===== config.mk =====
export PLATFORM = sky130hd
export DESIGN_NAME = lenet_result_voter
export DESIGN_NICKNAME = d
export VERILOG_FILES = /design/src/rtl/lenet_pkg.sv /design/src/rtl/rise_edge_det.sv /design/src/rtl/lenet_result_voter.sv
export SDC_FILE = /design/constraint.sdc
export NUM_CORES = 1
export LEC_CHECK = 0
export ABC_AREA = 1
export CORE_AREA = 2 2 89 91
export DETAILED_ROUTE_END_ITERATION = 8
export DIE_AREA = 0 0 91 93
export PLACE_DENSITY = 0.59
export SLEW_MARGIN = 30
export SYNTH_ARGS = -nofsm -noshare
export SYNTH_HDL_FRONTEND = slang
export SYNTH_SLANG_ARGS = --single-unit

===== constraint.sdc =====
create_clock -name clk -period 4.2 [get_ports clk]
set_clock_uncertainty 0.1 [all_clocks]
set_input_delay 1.26 -clock clk [delete_from_list [all_inputs] [get_ports clk]]
set_output_delay 1.26 -clock clk [all_outputs]
set_load 0.1 [all_outputs]

===== src/rtl/lenet_pkg.sv =====
// Shared LeNet definitions: class count, digit width and the vote FSM
// state encoding. Also used by lenet_control and the VGA overlay.
package lenet_pkg;

  localparam int LENET_NUM_CLASSES = 10;
  localparam int LENET_DIGIT_W     = 4;

  typedef enum logic [1:0] {
    IDLE   = 2'd0,
    SCAN   = 2'd1,
    DECIDE = 2'd2
  } vote_state_t;

endpackage


===== src/rtl/rise_edge_det.sv =====
// 1-bit registered rising-edge detector.
// Ports:
//   clk, rst_n : clock and asynchronous active-low reset
//   din        : level input
//   rise       : high in the cycle where din=1 and its registered copy is 0
// RESET_VAL sets the registered copy during reset; a value of 1 keeps a
// level that is already high at reset release from looking like an edge.
module rise_edge_det #(
  parameter logic RESET_VAL = 1'b1
) (
  input  logic clk,
  input  logic rst_n,
  input  logic din,
  output logic rise
);

  logic din_d;

  // One-cycle delayed copy of the input level
  always_ff @(posedge clk or negedge rst_n) begin
    if (!rst_n) begin
      din_d <= RESET_VAL;
    end else begin
      din_d <= din;
    end
  end

  assign rise = din & ~din_d;

endmodule


===== src/rtl/lenet_result_voter.sv =====
// Majority voter over the most recent LeNet digit results. Each new
// result enters a short history; a scan over all classes finds the most
// frequent digit and publishes it when it has at least MIN_VOTES hits.
// Ports:
//   clk, rst_n   : LeNet clock, asynchronous active-low reset
//   enable       : inference mode; low flushes history and invalidates output
//   lenet_ready  : LeNet done level, a rising edge delivers a result
//   lenet_digit  : result digit, sampled in the edge cycle
//   stable_digit : published digit for the VGA overlay
//   stable_valid : stable_digit is meaningful
//   votes        : occurrence count of the published digit
//   busy         : vote FSM is scanning or deciding
module lenet_result_voter
  import lenet_pkg::*;
#(
  parameter int HIST_DEPTH  = 5,
  parameter int NUM_CLASSES = LENET_NUM_CLASSES,
  parameter int MIN_VOTES   = 3,
  parameter int DIGIT_W     = LENET_DIGIT_W
) (
  input  logic                              clk,
  input  logic                              rst_n,
  input  logic                              enable,
  input  logic                              lenet_ready,
  input  logic [DIGIT_W-1:0]                lenet_digit,
  output logic [DIGIT_W-1:0]                stable_digit,
  output logic                              stable_valid,
  output logic [$clog2(HIST_DEPTH+1)-1:0]   votes,
  output logic                              busy
);

  localparam int CNT_W = $clog2(HIST_DEPTH + 1);
  localparam logic [DIGIT_W:0]   CLASS_LIMIT = (DIGIT_W + 1)'(NUM_CLASSES);
  localparam logic [DIGIT_W-1:0] LAST_CLASS  = DIGIT_W'(NUM_CLASSES - 1);
  localparam logic [CNT_W-1:0]   DEPTH_MAX   = CNT_W'(HIST_DEPTH);
  localparam logic [CNT_W-1:0]   VOTE_MIN    = CNT_W'(MIN_VOTES);

  vote_state_t state;
  vote_state_t state_next;

  logic               ready_rise;
  logic               digit_ok;
  logic               new_result;
  logic               apply_now;
  logic               to_pending;
  logic [DIGIT_W-1:0] apply_digit;
  logic               scan_req;
  logic               scan_last;

  logic [DIGIT_W-1:0] history [HIST_DEPTH];
  logic [CNT_W-1:0]   fill;
  logic               pend_valid;
  logic [DIGIT_W-1:0] pend_digit;

  logic [DIGIT_W-1:0] scan_idx;
  logic [DIGIT_W-1:0] best_class;
  logic [CNT_W-1:0]   best_count;
  logic [CNT_W-1:0]   slot_count;

  rise_edge_det #(
    .RESET_VAL (1'b1)
  ) u_ready_edge (
    .clk   (clk),
    .rst_n (rst_n),
    .din   (lenet_ready),
    .rise  (ready_rise)
  );

  // Out-of-range digits are discarded before they can touch any state.
  // The extra MSB lets NUM_CLASSES equal 2**DIGIT_W.
  assign digit_ok   = ({1'b0, lenet_digit} < CLASS_LIMIT);
  assign new_result = ready_rise & enable & digit_ok;

  // History only moves in a plain IDLE cycle. A parked result takes
  // priority; a result arriving in that same cycle is parked in its place.
  assign apply_now   = (state == IDLE) && !scan_req && (pend_valid || new_result);
  assign apply_digit = pend_valid ? pend_digit : lenet_digit;
  assign to_pending  = new_result && !(apply_now && !pend_valid);

  assign scan_last = (scan_idx == LAST_CLASS);
  assign busy      = (state != IDLE);

  // Number of filled history slots holding the class under scan
  always_comb begin
    slot_count = '0;
    for (int i = 0; i < HIST_DEPTH; i++) begin
      if ((CNT_W'(i) < fill) && (history[i] == scan_idx)) begin
        slot_count = slot_count + 1'b1;
      end
    end
  end

  // Vote FSM state register
  always_ff @(posedge clk or negedge rst_n) begin
    if (!rst_n) begin
      state <= IDLE;
    end else begin
      state <= state_next;
    end
  end

  // Vote FSM next state; the scan starts one cycle after a history update
  always_comb begin
    state_next = state;
    if (!enable) begin
      state_next = IDLE;
    end else begin
      case (state)
        IDLE:    if (scan_req) state_next = SCAN;
        SCAN:    if (scan_last) state_next = DECIDE;
        DECIDE:  state_next = IDLE;
        default: state_next = IDLE;
      endcase
    end
  end

  // History shift register, fill count and scan request flag
  always_ff @(posedge clk or negedge rst_n) begin
    if (!rst_n) begin
      for (int i = 0; i < HIST_DEPTH; i++) history[i] <= '0;
      fill     <= '0;
      scan_req <= 1'b0;
    end else if (!enable) begin
      for (int i = 0; i < HIST_DEPTH; i++) history[i] <= '0;
      fill     <= '0;
      scan_req <= 1'b0;
    end else begin
      scan_req <= apply_now;
      if (apply_now) begin
        for (int i = HIST_DEPTH - 1; i > 0; i--) history[i] <= history[i-1];
        history[0] <= apply_digit;
        if (fill < DEPTH_MAX) fill <= fill + 1'b1;
      end
    end
  end

  // One-deep pending slot for results that arrive while the FSM is busy
  always_ff @(posedge clk or negedge rst_n) begin
    if (!rst_n) begin
      pend_valid <= 1'b0;
      pend_digit <= '0;
    end else if (!enable) begin
      pend_valid <= 1'b0;
      pend_digit <= '0;
    end else if (to_pending) begin
      pend_valid <= 1'b1;
      pend_digit <= lenet_digit;
    end else if (apply_now && pend_valid) begin
      pend_valid <= 1'b0;
    end
  end

  // Class scan: strictly-greater replacement keeps ties on the lowest class
  always_ff @(posedge clk or negedge rst_n) begin
    if (!rst_n) begin
      scan_idx   <= '0;
      best_class <= '0;
      best_count <= '0;
    end else if (!enable) begin
      scan_idx   <= '0;
      best_class <= '0;
      best_count <= '0;
    end else if (state == IDLE && scan_req) begin
      scan_idx   <= '0;
      best_class <= '0;
      best_count <= '0;
    end else if (state == SCAN) begin
      if (slot_count > best_count) begin
        best_count <= slot_count;
        best_class <= scan_idx;
      end
      scan_idx <= scan_idx + 1'b1;
    end
  end

  // Published result; a weak majority leaves the previous result in place
  always_ff @(posedge clk or negedge rst_n) begin
    if (!rst_n) begin
      stable_digit <= '0;
      stable_valid <= 1'b0;
      votes        <= '0;
    end else if (!enable) begin
      stable_valid <= 1'b0;
      votes        <= '0;
    end else if (state == DECIDE && best_count >= VOTE_MIN) begin
      stable_digit <= best_class;
      stable_valid <= 1'b1;
      votes        <= best_count;
    end
  end

endmodule


# Yosys cells after proc, flatten, opt, wreduce, memory -nomap -nowiden
# Cells that the tools add are included.
# W data, S select, Z words.
[classes]
n_addsub = 6
order_cmp = 9
n_eq_ne = 17
muxes = 36
n_bitwise = 4
n_reduce_logical = 22
[ops]
columns = ["op", "count"]
rows = [
  ["$mux W20", 2],
  ["$mux W4", 10],
  ["$mux W3", 13],
  ["$eq A4 B4 Y1", 5],
  ["$add A3 B1 Y3 const B", 5],
  ["$logic_and A1 B1 Y1", 12],
  ["$ne A3 B1 Y1 const B", 3],
  ["$ne A2 B1 Y1 const B", 4],
  ["$reduce_and A2 Y1", 4],
  ["$mux W1", 7],
  ["$lt A1 B3 Y1 const A", 2],
  ["$lt A2 B3 Y1 const A", 2],
  ["$mux W2", 3],
  ["$ne A3 B3 Y1 const B", 2],
  ["$add A4 B1 Y4 const B", 1],
  ["$eq A4 B4 Y1 const B", 1],
  ["$lt A4 B4 Y1 const B", 1],
  ["$pmux W2 S2", 1],
  ["$and A1 B1 Y1", 3],
  ["$ge A3 B2 Y1 const B", 1],
  ["$gt A3 B3 Y1", 1],
  ["$logic_not A1 Y1", 3],
  ["$lt A3 B3 Y1 const A", 1],
  ["$lt A3 B3 Y1 const B", 1],
  ["6 further kinds", 6],
]
[totals]
register_bits = 51
inputBits = 8
out_inout_bits = 9
word_cells = 111

# Longest topological paths before layout
# Gate-level depths: netlist of run 1.
[logic_depth]
depth_word = 16
ltp_mapped = 28
ltp_nobuf = 27

# Modules after synthesis
# From an unflattened synthesis of run 1, not the netlist that was laid out.
[unflattened]
hier_cells = 331
hier_area_um2 = 2768.9
[modules_own_cells]
columns = ["module", "n_inst", "cells_each", "area_per_inst_um2"]
rows = [
  ["lenet_result_voter", 1, 328, 2732.6],
  ["rise_edge_det", 1, 3, 36.3],
]

# Least setup slack after synthesis of run 1
# No wires, ideal clock.
[synth_timing]
kind = "reg-to-reg"
startpoint = "register scan_idx[0]"
endpoint = "register best_class[0]"
setup_time_ns = 0.082
t_arrival_ns = 3.721
required_ns = 4.018
setup_slack_ns = 0.297
stages_incl_launch_ff = 25
n_path_buf = 1
cell_sequence = "dfrtp_1 -> buf_4 -> inv_2 -> o22ai_1 -> a221oi_1 -> nand3_1 -> nor3_1 -> ha_1 -> inv_1 -> nand2_2 -> nand2_2 -> inv_1 -> ha_1 -> nand2_1 -> nand2_1 -> ha_1 -> or2_2 -> and2_1 -> ha_1 -> nand2_1 -> o21ai_0 -> nand3_1 -> nor2_1 -> inv_1 -> o22ai_1"
[synth_via]
elab_chain_cells = 14
word_cells_on_any_way = 26
classes_between = "4 x add/sub; 1 x order compare; 6 x eq/ne; 9 x mux; 6 x reduce/logical"
[synth_rtl]
columns = ["element", "line_no", "text"]
rows = [
  ["start, declared", "lenet_result_voter.sv:55", "logic [DIGIT_W-1:0] scan_idx;"],
  ["start signal, assigned", "lenet_result_voter.sv:172", "scan_idx <= scan_idx + 1'b1;"],
  ["$eq A4 B4 Y1", "lenet_result_voter.sv:87", "if ((CNT_W'(i) < fill) && (history[i] == scan_idx)) begin"],
  ["$logic_and A1 B1 Y1", "lenet_result_voter.sv:87", ""],
  ["$mux W1", "lenet_result_voter.sv:87", ""],
  ["$add A3 B1 Y3", "lenet_result_voter.sv:88", "slot_count = slot_count + 1'b1;"],
  ["$mux W3", "lenet_result_voter.sv:87", ""],
  ["$add A3 B1 Y3", "lenet_result_voter.sv:88", ""],
  ["$mux W3", "lenet_result_voter.sv:87", ""],
  ["$add A3 B1 Y3", "lenet_result_voter.sv:88", ""],
  ["$mux W3", "lenet_result_voter.sv:87", ""],
  ["$add A3 B1 Y3", "lenet_result_voter.sv:88", ""],
  ["$mux W3", "lenet_result_voter.sv:87", ""],
  ["$gt A3 B3 Y1", "lenet_result_voter.sv:168", "if (slot_count > best_count) begin"],
  ["$ne A3 B1 Y1 (no line)", "-", ""],
  ["$reduce_and A2 Y1 (no line)", "-", ""],
  ["end signal, assigned", "lenet_result_voter.sv:170", "best_class <= scan_idx;"],
  ["end, declared", "lenet_result_voter.sv:56", "logic [DIGIT_W-1:0] best_class;"],
]
# Parallel ways exist; a longest one is shown, timed or not. The select of a mux whose other input is x is not followed.
# A chain may end at the register's enable or synchronous reset.

# Worst setup path in the final report of run 1
[layout_timing]
startpoint = "register scan_idx[0]"
endpoint = "register best_class[1]"
[layout_via]
elab_chain_cells = 14
word_cells_on_any_way = 22
classes_between = "4 x add/sub; 1 x order compare; 6 x eq/ne; 5 x mux; 6 x reduce/logical"
[layout_rtl]
columns = ["element", "line_no"]
rows = [
  ["$eq A4 B4 Y1", "lenet_result_voter.sv:87"],
  ["$logic_and A1 B1 Y1", "lenet_result_voter.sv:87"],
  ["$mux W1", "lenet_result_voter.sv:87"],
  ["$add A3 B1 Y3", "lenet_result_voter.sv:88"],
  ["$mux W3", "lenet_result_voter.sv:87"],
  ["$add A3 B1 Y3", "lenet_result_voter.sv:88"],
  ["$mux W3", "lenet_result_voter.sv:87"],
  ["$add A3 B1 Y3", "lenet_result_voter.sv:88"],
  ["$mux W3", "lenet_result_voter.sv:87"],
  ["$add A3 B1 Y3", "lenet_result_voter.sv:88"],
  ["$mux W3 *", "lenet_result_voter.sv:87"],
  ["$gt A3 B3 Y1 *", "lenet_result_voter.sv:168"],
  ["$ne A3 B1 Y1 (no line) *", "-"],
  ["$reduce_and A2 Y1 (no line) *", "-"],
]
# Every way passes the cells marked *; elsewhere a longest branch is shown, timed or not.

==> results of run 1 <==
worst min-delay path, stage by stage, from the launching register on:
cell and delay, ns:
dfrtp_1 0.35, nand2_1 0.05, o21ai_0 0.06
flip-flops by register name, indices dropped and copies added, names as in the netlist:
register,count
u_ready_edge.din_d,1
history,20
votes,3
pend_valid,1
pend_digit,4
state,2
scan_req,1
stable_valid,1
stable_digit,4
fill,3
best_class,4
best_count,3
scan_idx,4
cells by family after synthesis:
| group | count (synthesis) | share of synthesized area, % |
|---|---|---|
| DFF | 51 | 45.3 |
| and+or+nand+nor | 130 | 23.0 |
| xor gates and xnor gates | 12 | 3.99 |
| buffers and inverters | 68 | 10.7 |
| AOI/OAI and AO/OA | 59 | 12.5 |
| adders and majority gates | 10 | 4.44 |
how the worst max path moves through the flow:
stage,slack (ns),from,to
final,0.14,scan_idx[0]$_DFFE_PN0P_,best_class[1]$_DFFE_PN0P_
after global routing,-0.07,scan_idx[0]$_DFFE_PN0P_,best_class[1]$_DFFE_PN0P_
after CTS,0.03,scan_idx[3]$_DFFE_PN0P_,best_class[3]$_DFFE_PN0P_
after detailed placement,0.05,scan_idx[3]$_DFFE_PN0P_,best_class[3]$_DFFE_PN0P_
after global placement,0.15,scan_idx[3]$_DFFE_PN0P_,best_class[1]$_DFFE_PN0P_
after floorplan,0.30,scan_idx[0]$_DFFE_PN0P_,best_class[0]$_DFFE_PN0P_
cell usage in the layout, fill, tap and decap left out, drive strengths merged:
master,count
ha,10
nor3b,1
clkdlybuf4s50,14
and2,1
nand2,66
inv,57
nand3b,2
a221oi,1
o21bai,1
clkinv,3
dfstp,1
nand3,28
nor4,2
xnor2,5
buf,16
o21ai,28
dfrtp,50
nor2,20
or2,1
xor2,7
clkbuf,7
nor3,3
a21oi,7
o22ai,22
nand4,6
layer usage:
metal | vias up | track usage, % | part of all wire (%)
met5 | - | 0 | 0
met4 | 0 | 4.42 | 1.5
met3 | 9 | 2.50 | 3.0
met2 | 45 | 24.6 | 48
met1 | 1014 | 19.5 | 48
li1 | 1131 | - | -
repair_timing:
action,in CTS,in global routing
resized for setup,0,17
buffers inserted,0,4
setup endpoints to repair,0,7
hold buffers,0,0
metrics by stage:
step / cells / utilization (%) / worst slack (ns)
2_1_floorplan: 330 / - / 0.297
3_3_place_gp: 449 / 41.2 / 0.152
3_5_place_dp: 449 / 41.2 / 0.0530
4_1_cts: 457 / 42.3 / 0.0346
5_1_grt: 461 / 43.4 / -0.0703
6_report: 461 / 43.4 / 0.143
power groups by stage:
stage	sequential (W)	combinational, W	clock (W)
6_report	0.000548	0.000402	0.000274
5_1_grt	0.000551	0.000445	0.000302
4_1_cts	0.000548	0.000373	0.000281
3_5_place_dp	0.000557	0.000370	0
3_3_place_gp	0.000557	0.000370	0
2_1_floorplan	0.000547	0.000280	0
final cells by class:
type	instances	share of cell area, %
clock inverter	1	0.153
timing repair buffer	30	8.19
sequential	51	39.2
inverter	59	6.97
clock buffer	7	2.33
multi-input combinational	211	39.3
tap	102	3.90
==> summary.txt, run 1 <==
Floorplanning
  • Die span in y: 93 um
  • Die width: 91 um
  • Die footprint: 8460 um2
  • Top Ports: 17
  • Starting Density: 37.5%
  • Core Area: about 7500 um2
  • Row count: 32

Logic synthesis
  • Synth top area cells: dfrtp_1 44%, nand2_1 7.3%, inv_1 6.8%, o22ai_1 4.9%, nand3_1 4.6%
  • Yosys Warn Count: 0
  • Syn Inst Count: 330
  • Count leader, synth: nand2_1
  • Synth Flop Type: dfrtp_1
  • Sequential-to-total area share from yosys stat: between 40% and 50%
  • Post-synthesis cell type count: 39
  • Syn avg cell area: approximately 8.5 um2
  • Most frequent cells after synthesis: 55 x nand2_1, 51 x inv_1, 50 x dfrtp_1
  • Total nets after synthesis: 348
  • Synth Register Bits: a little over 50
  • Synth area leader: dfrtp_1
  • Post-synth EDFFs: 0
  • Top-area cell type share of the netlist area: between 40 and 50%
  • Post-Syn Area: 2820 um2
  • Async S/R FF share, synth: 100%

Job
  • Max-cap viol count: 0

CTS
  • Max Root-Sink Buffers: 2
  • CTS tree: done
  • Clk slew on worst S/H paths: 0.09 ns
  • TritonCTS buffer count: 5
  • H-tree depth: 2
  • Clk root buf: clkbuf_8
  • Sink Count: 51
  • Clock latency on the worst-skew pair: 0.30 ns

Pwr
  • Pwr Total: 0.00122 W
  • Sw Share: 36.9%
  • Static Leak: 1.53 nW
  • Int Power: 0.000772 W
  • PD cells: 374 nW/um2
  • Logic pwr share: between 30% and 40%
  • Clock share of power: 22.4%
  • Seq pwr share: between 40% and 50%
  • NetSw: 0.000452 W
  • Max VDD drop: 0.200 mV

Setup path
  • Worst Path Required: 4.32 ns
  • Cell count along the critical path: 23
  • Buf/Inv on CP: 4
  • Crit path cell chain: inv_2, o22ai_1, a221oi_1, nand3_1, nor3_2, ha_1, inv_1, nand2_2, nand2_2, inv_1, ha_1, nand2_1, nand2_1, ha_1, or2_4, and2_1, ha_1, nand2_1, o21ai_1, nand3_2, nor2_4, inv_2, o22ai_1
  • R2r endpoint: best_class[1]$_DFFE_PN0P_
  • Startpoint types: flop
  • CP max stage delay: 0.45 ns
  • R2R cell count: 23
  • CP dominant cell by count: ha_1
  • Slowest-stage cell, CP: dfrtp_2
  • WS Path Type: flop to flop
  • CP arrival: 4.18 ns
  • CP Max Fanout: 4
  • Worst setup EP type: flop
  • Reg-to-reg startpoint: scan_idx[0]$_DFFE_PN0P_
  • R2r setup slk: 0.14 ns
  • Top Family by Delay on Critical Path: simple AND/OR/NAND/NOR gates

Routing
  • Via count: 2,199
  • Final WL: 6.04 mm
  • Vias/cell: roughly 4.8
  • Drt pass-1 iters: 4
  • Mean routed wirelength per cell: 13.1 um
  • Post-route ant nets: 0
  • Initial drt markers: 64
  • DRC errors left: 0

STA
  • TNS Setup: 0 ns
  • Fmax: 0.247 GHz
  • Tcrit/Tclk final: between 90 and 100%
  • Relative slew margins: 35.2%
  • Max Slew Vio Count: 0
  • Tmin final: about 4 ns
  • Hold Vio Cnt, Final: 0
  • # setup viols final: 0
  • Hold WS: 0.391 ns
  • Worst-margin pin slew: approximately 0.97 ns

GRT
  • Grt ovf: 0
  • Initial antenna violation count: 0
  • Pin count of the biggest net entering global routing: 39
  • Vias in the first global route: 2,086
  • Total track usage: about 15%
  • Global-route wire length before repair: 9.94 mm

Finish
  • Register Area: about 1300 um2
  • Area of the multi-input gates: 1280 um2
  • Syn-to-layout area delta: 16.0%
  • Final instance area: ~3300 um2
  • Layout Nets: 376
  • Layout cells sized above 1: 18.9%
  • Filler cell count: 801
  • ANT cells: 0

Placed design
  • Placed cell area: around 3100 um2
  • Buffers added on ports: 16
  • DP HPWL: 4.48 mm
  • GPL Wtd Cong: 0.904

Outcome
  • Status: complete, no violations

Hold path
  • Hold path endpoint: stable_digit[3]$_DFFE_PN0P_
  • Hold Path Stages: 2
  • Min-delay src: stable_digit[3]$_DFFE_PN0P_
  • Worst Hold Class: flop to flop
Power figures use the tool's default switching activity.
==> run 2, diff against run 1 <==
--- a/config.mk
+++ b/config.mk
@@ -9,7 +9,7 @@
 export CORE_AREA = 2 2 89 91
 export DETAILED_ROUTE_END_ITERATION = 8
 export DIE_AREA = 0 0 91 93
-export PLACE_DENSITY = 0.59
+export PLACE_DENSITY = 0.68
 export SLEW_MARGIN = 30
 export SYNTH_ARGS = -nofsm -noshare
 export SYNTH_HDL_FRONTEND = slang
==> summary.txt, run 2 (synthesis results as in run 1) <==
Hold path
  • Worst Hold Class: flop to flop
  • Min-delay src: stable_digit[3]$_DFFE_PN0P_
  • Hold Path Stages: 2 (unchanged)

Floorplanning
  • Die footprint: 8460 um2 (unchanged)
  • Starting Density: 37.5% (unchanged)
  • Top Ports: 17 (unchanged)
  • Die span in y: 93 um (unchanged)
  • Die width: 91 um (unchanged)
  • Row count: 32 (unchanged)
  • Core Area: 7530 um2 (unchanged)

Placed design
  • GPL Wtd Cong: 0.885 (-2.0%)
  • Placed cell area: 3060 um2 (-1.4%)
  • DP HPWL: 4.35 mm (-2.9%)
  • Buffers added on ports: 16 (unchanged)

Routing
  • DRC errors left: 0 (unchanged)
  • Via count: 2,227 (+1.3%)
  • Final WL: 6.04 mm (about the same)
  • Drt pass-1 iters: 4 (unchanged)
  • Post-route ant nets: 0 (unchanged)
  • Mean routed wirelength per cell: 13.1 um (+0.39%)
  • Initial drt markers: 125 (+95%)
  • Vias/cell: 4.85 (+1.7%)

Setup path
  • CP dominant cell by count: nand2_1
  • Worst Path Required: 4.36 ns (+0.04 ns)
  • WS Path Type: flop to flop
  • CP max stage delay: 0.42 ns (-0.03 ns)
  • CP arrival: 4.10 ns (-0.08 ns)
  • Reg-to-reg startpoint: scan_idx[0]$_DFFE_PN0P_
  • Worst Setup SP: scan_idx[0]$_DFFE_PN0P_
  • Startpoint types: flop
  • Crit path cell chain: inv_2, o22ai_2, a221oi_2, nand3_1, nor3_2, ha_1, nand4_2, nand2_2, inv_2, ha_4, nand2_1, nand2_1, ha_1, or2_4, and2_1, ha_1, nand2_1, o21ai_1, nand3_1, nor2_2, buf_6, nand3_1, nand2_1
  • Worst setup EP type: flop
  • CP Max Fanout: 5 (+1)
  • R2R cell count: 23 (unchanged)
  • Slowest-stage cell, CP: dfrtp_1

CTS
  • CTS tree: done
  • Sink Count: 51 (unchanged)
  • Clk slew on worst S/H paths: 0.09 ns (about the same)
  • H-tree depth: 2 (unchanged)
  • Clk root buf: clkbuf_8
  • TritonCTS buffer count: 5 (unchanged)
  • Max Root-Sink Buffers: 2 (unchanged)
  • Clock latency on the worst-skew pair: 0.31 ns (about the same)

STA
  • Hold WS: 0.399 ns (+0.00767 ns)
  • RSZ-0062 raised after global routing: false
  • Hold Vio Cnt, Final: 0 (unchanged)
  • Fmax: 0.254 GHz (+3.0%)
  • Tmin final: 3.94 ns (-0.118 ns)
  • Tcrit/Tclk final: 93.8% (-2.8 points)
  • Relative slew margins: 35.3% (+0.046 points)
  • Worst-margin pin slew: 0.968 ns (-0.000680 ns)
  • Max Slew Vio Count: 0 (unchanged)
  • # setup viols final: 0 (unchanged)

GRT
  • Vias in the first global route: 2,227 (+6.8%)
  • Grt ovf: 0 (unchanged)
  • Initial antenna violation count: 0 (unchanged)
  • Pin count of the biggest net entering global routing: 52 (+33%)
  • Total track usage: 15.2% (+0.53 points)
  • Global-route wire length before repair: 10.3 mm (+3.5%)

Pwr
  • Max VDD drop: 0.197 mV (-1.3%)
  • Seq pwr share: 40.4% (-4.4 points)
  • Sw Share: 33.7% (-3.2 points)
  • Int Power: 0.000903 W (+17%)
  • Logic pwr share: 30.1% (-2.7 points)
  • Static Leak: 1.54 nW (+0.78%)
  • Clock share of power: 29.5% (+7.1 points)
  • NetSw: 0.000458 W (+1.4%)
  • PD cells: 412 nW/um2 (+10%)

Outcome
  • Status: complete, no violations

Finish
  • Filler cell count: 767 (-4.2%)
  • Final instance area: 3300 um2 (+1.1%)
  • Biggest register: history
  • Layout cells sized above 1: 19.0% (+0.11 points)
  • ANT cells: 0 (unchanged)
  • Register Area: 1280 um2 (unchanged)
  • Commonest non-fill, non-tap cell in the layout: nand2_1
  • Syn-to-layout area delta: 17.2%
  • Layout Nets: 374 (-0.53%)
  • Commonest cells after routing, fill and taps aside: 54 x nand2_1, 49 x inv_1, 48 x dfrtp_1, 25 x nand3_1, 21 x o22ai_1
  • Area of the multi-input gates: 1290 um2 (+0.19%)
  • Largest register FFs: 20 (unchanged)

Job
  • Max-cap viol count: 0 (unchanged)
-- run 2: cell type report --
| type | count | area share [%] |
|---|---|---|
| clock buffer | 6 | 2.20 |
| clock inverter | 2 | 1.82 |
| inverter | 59 | 6.89 |
| multi-input combinational | 211 | 39.0 |
| sequential | 51 | 38.7 |
| tap | 102 | 3.86 |
| timing repair buffer | 28 | 7.54 |
-- run 2: power groups by stage --
stage	combinational (W)	sequential (W)	clock (W)
2_1_floorplan	0.000280	0.000547	0
3_3_place_gp	0.000342	0.000557	0
3_5_place_dp	0.000349	0.000558	0
4_1_cts	0.000353	0.000549	0.000413
5_1_grt	0.000455	0.000553	0.000435
6_report	0.000410	0.000549	0.000402
-- run 2: worst max-delay path: cells and delay by family (launching register included) --
kind	cells	cell delay (ns)
adder cells (fa/ha/maj)	4	1.04
buffers and inverters	3	0.32
AO/OA/AOI/OAI	3	0.40
flip-flops	1	0.42
AND/OR/NAND/NOR	13	1.59
-- run 2: path summary, 6_finish.rpt --
path / endpoint / slack, ns
setup / recovery: best_count[1]$_DFFE_PN0P_ / 0.26
hold / removal: stable_digit[3]$_DFFE_PN0P_ / 0.40
setup reg to reg: best_count[1]$_DFFE_PN0P_ / 0.26
hold reg to reg: stable_digit[3]$_DFFE_PN0P_ / 0.40
max in group asynchronous: fill[2]$_DFFE_PN0P_ / 2.69
min in group asynchronous: stable_valid$_DFFE_PN0P_ / 0.86
-- run 2: stage by stage --
stage	cells	TNS, ns	power [W]	worst slack [ns]	util [%]
after floorplan	330	0	0.000827	0.297	-
after global placement	443	0	0.000899	0.117	40.6
after detailed placement	443	-0.00303	0.000907	-0.00173	40.6
after CTS	451	0	0.00131	0.0273	42.4
after global routing	459	0	0.00144	0.000240	43.9
final	459	0	0.00136	0.261	43.9
-- run 2: what timing repair did --
action                     4_1_cts  5_1_grt
hold buffers                     0        0
resized for setup                1       14
pin swaps                        0       12
buffers inserted                 0        8
setup endpoints to repair        4        7
cloned                           0        0
-- run 2: per-layer routing --
layer,share of wire (%),global-route usage [%]
met1,45,18.8
met2,49,26.0
met3,3.8,4.03
met4,1.4,4.80
met5,0,0
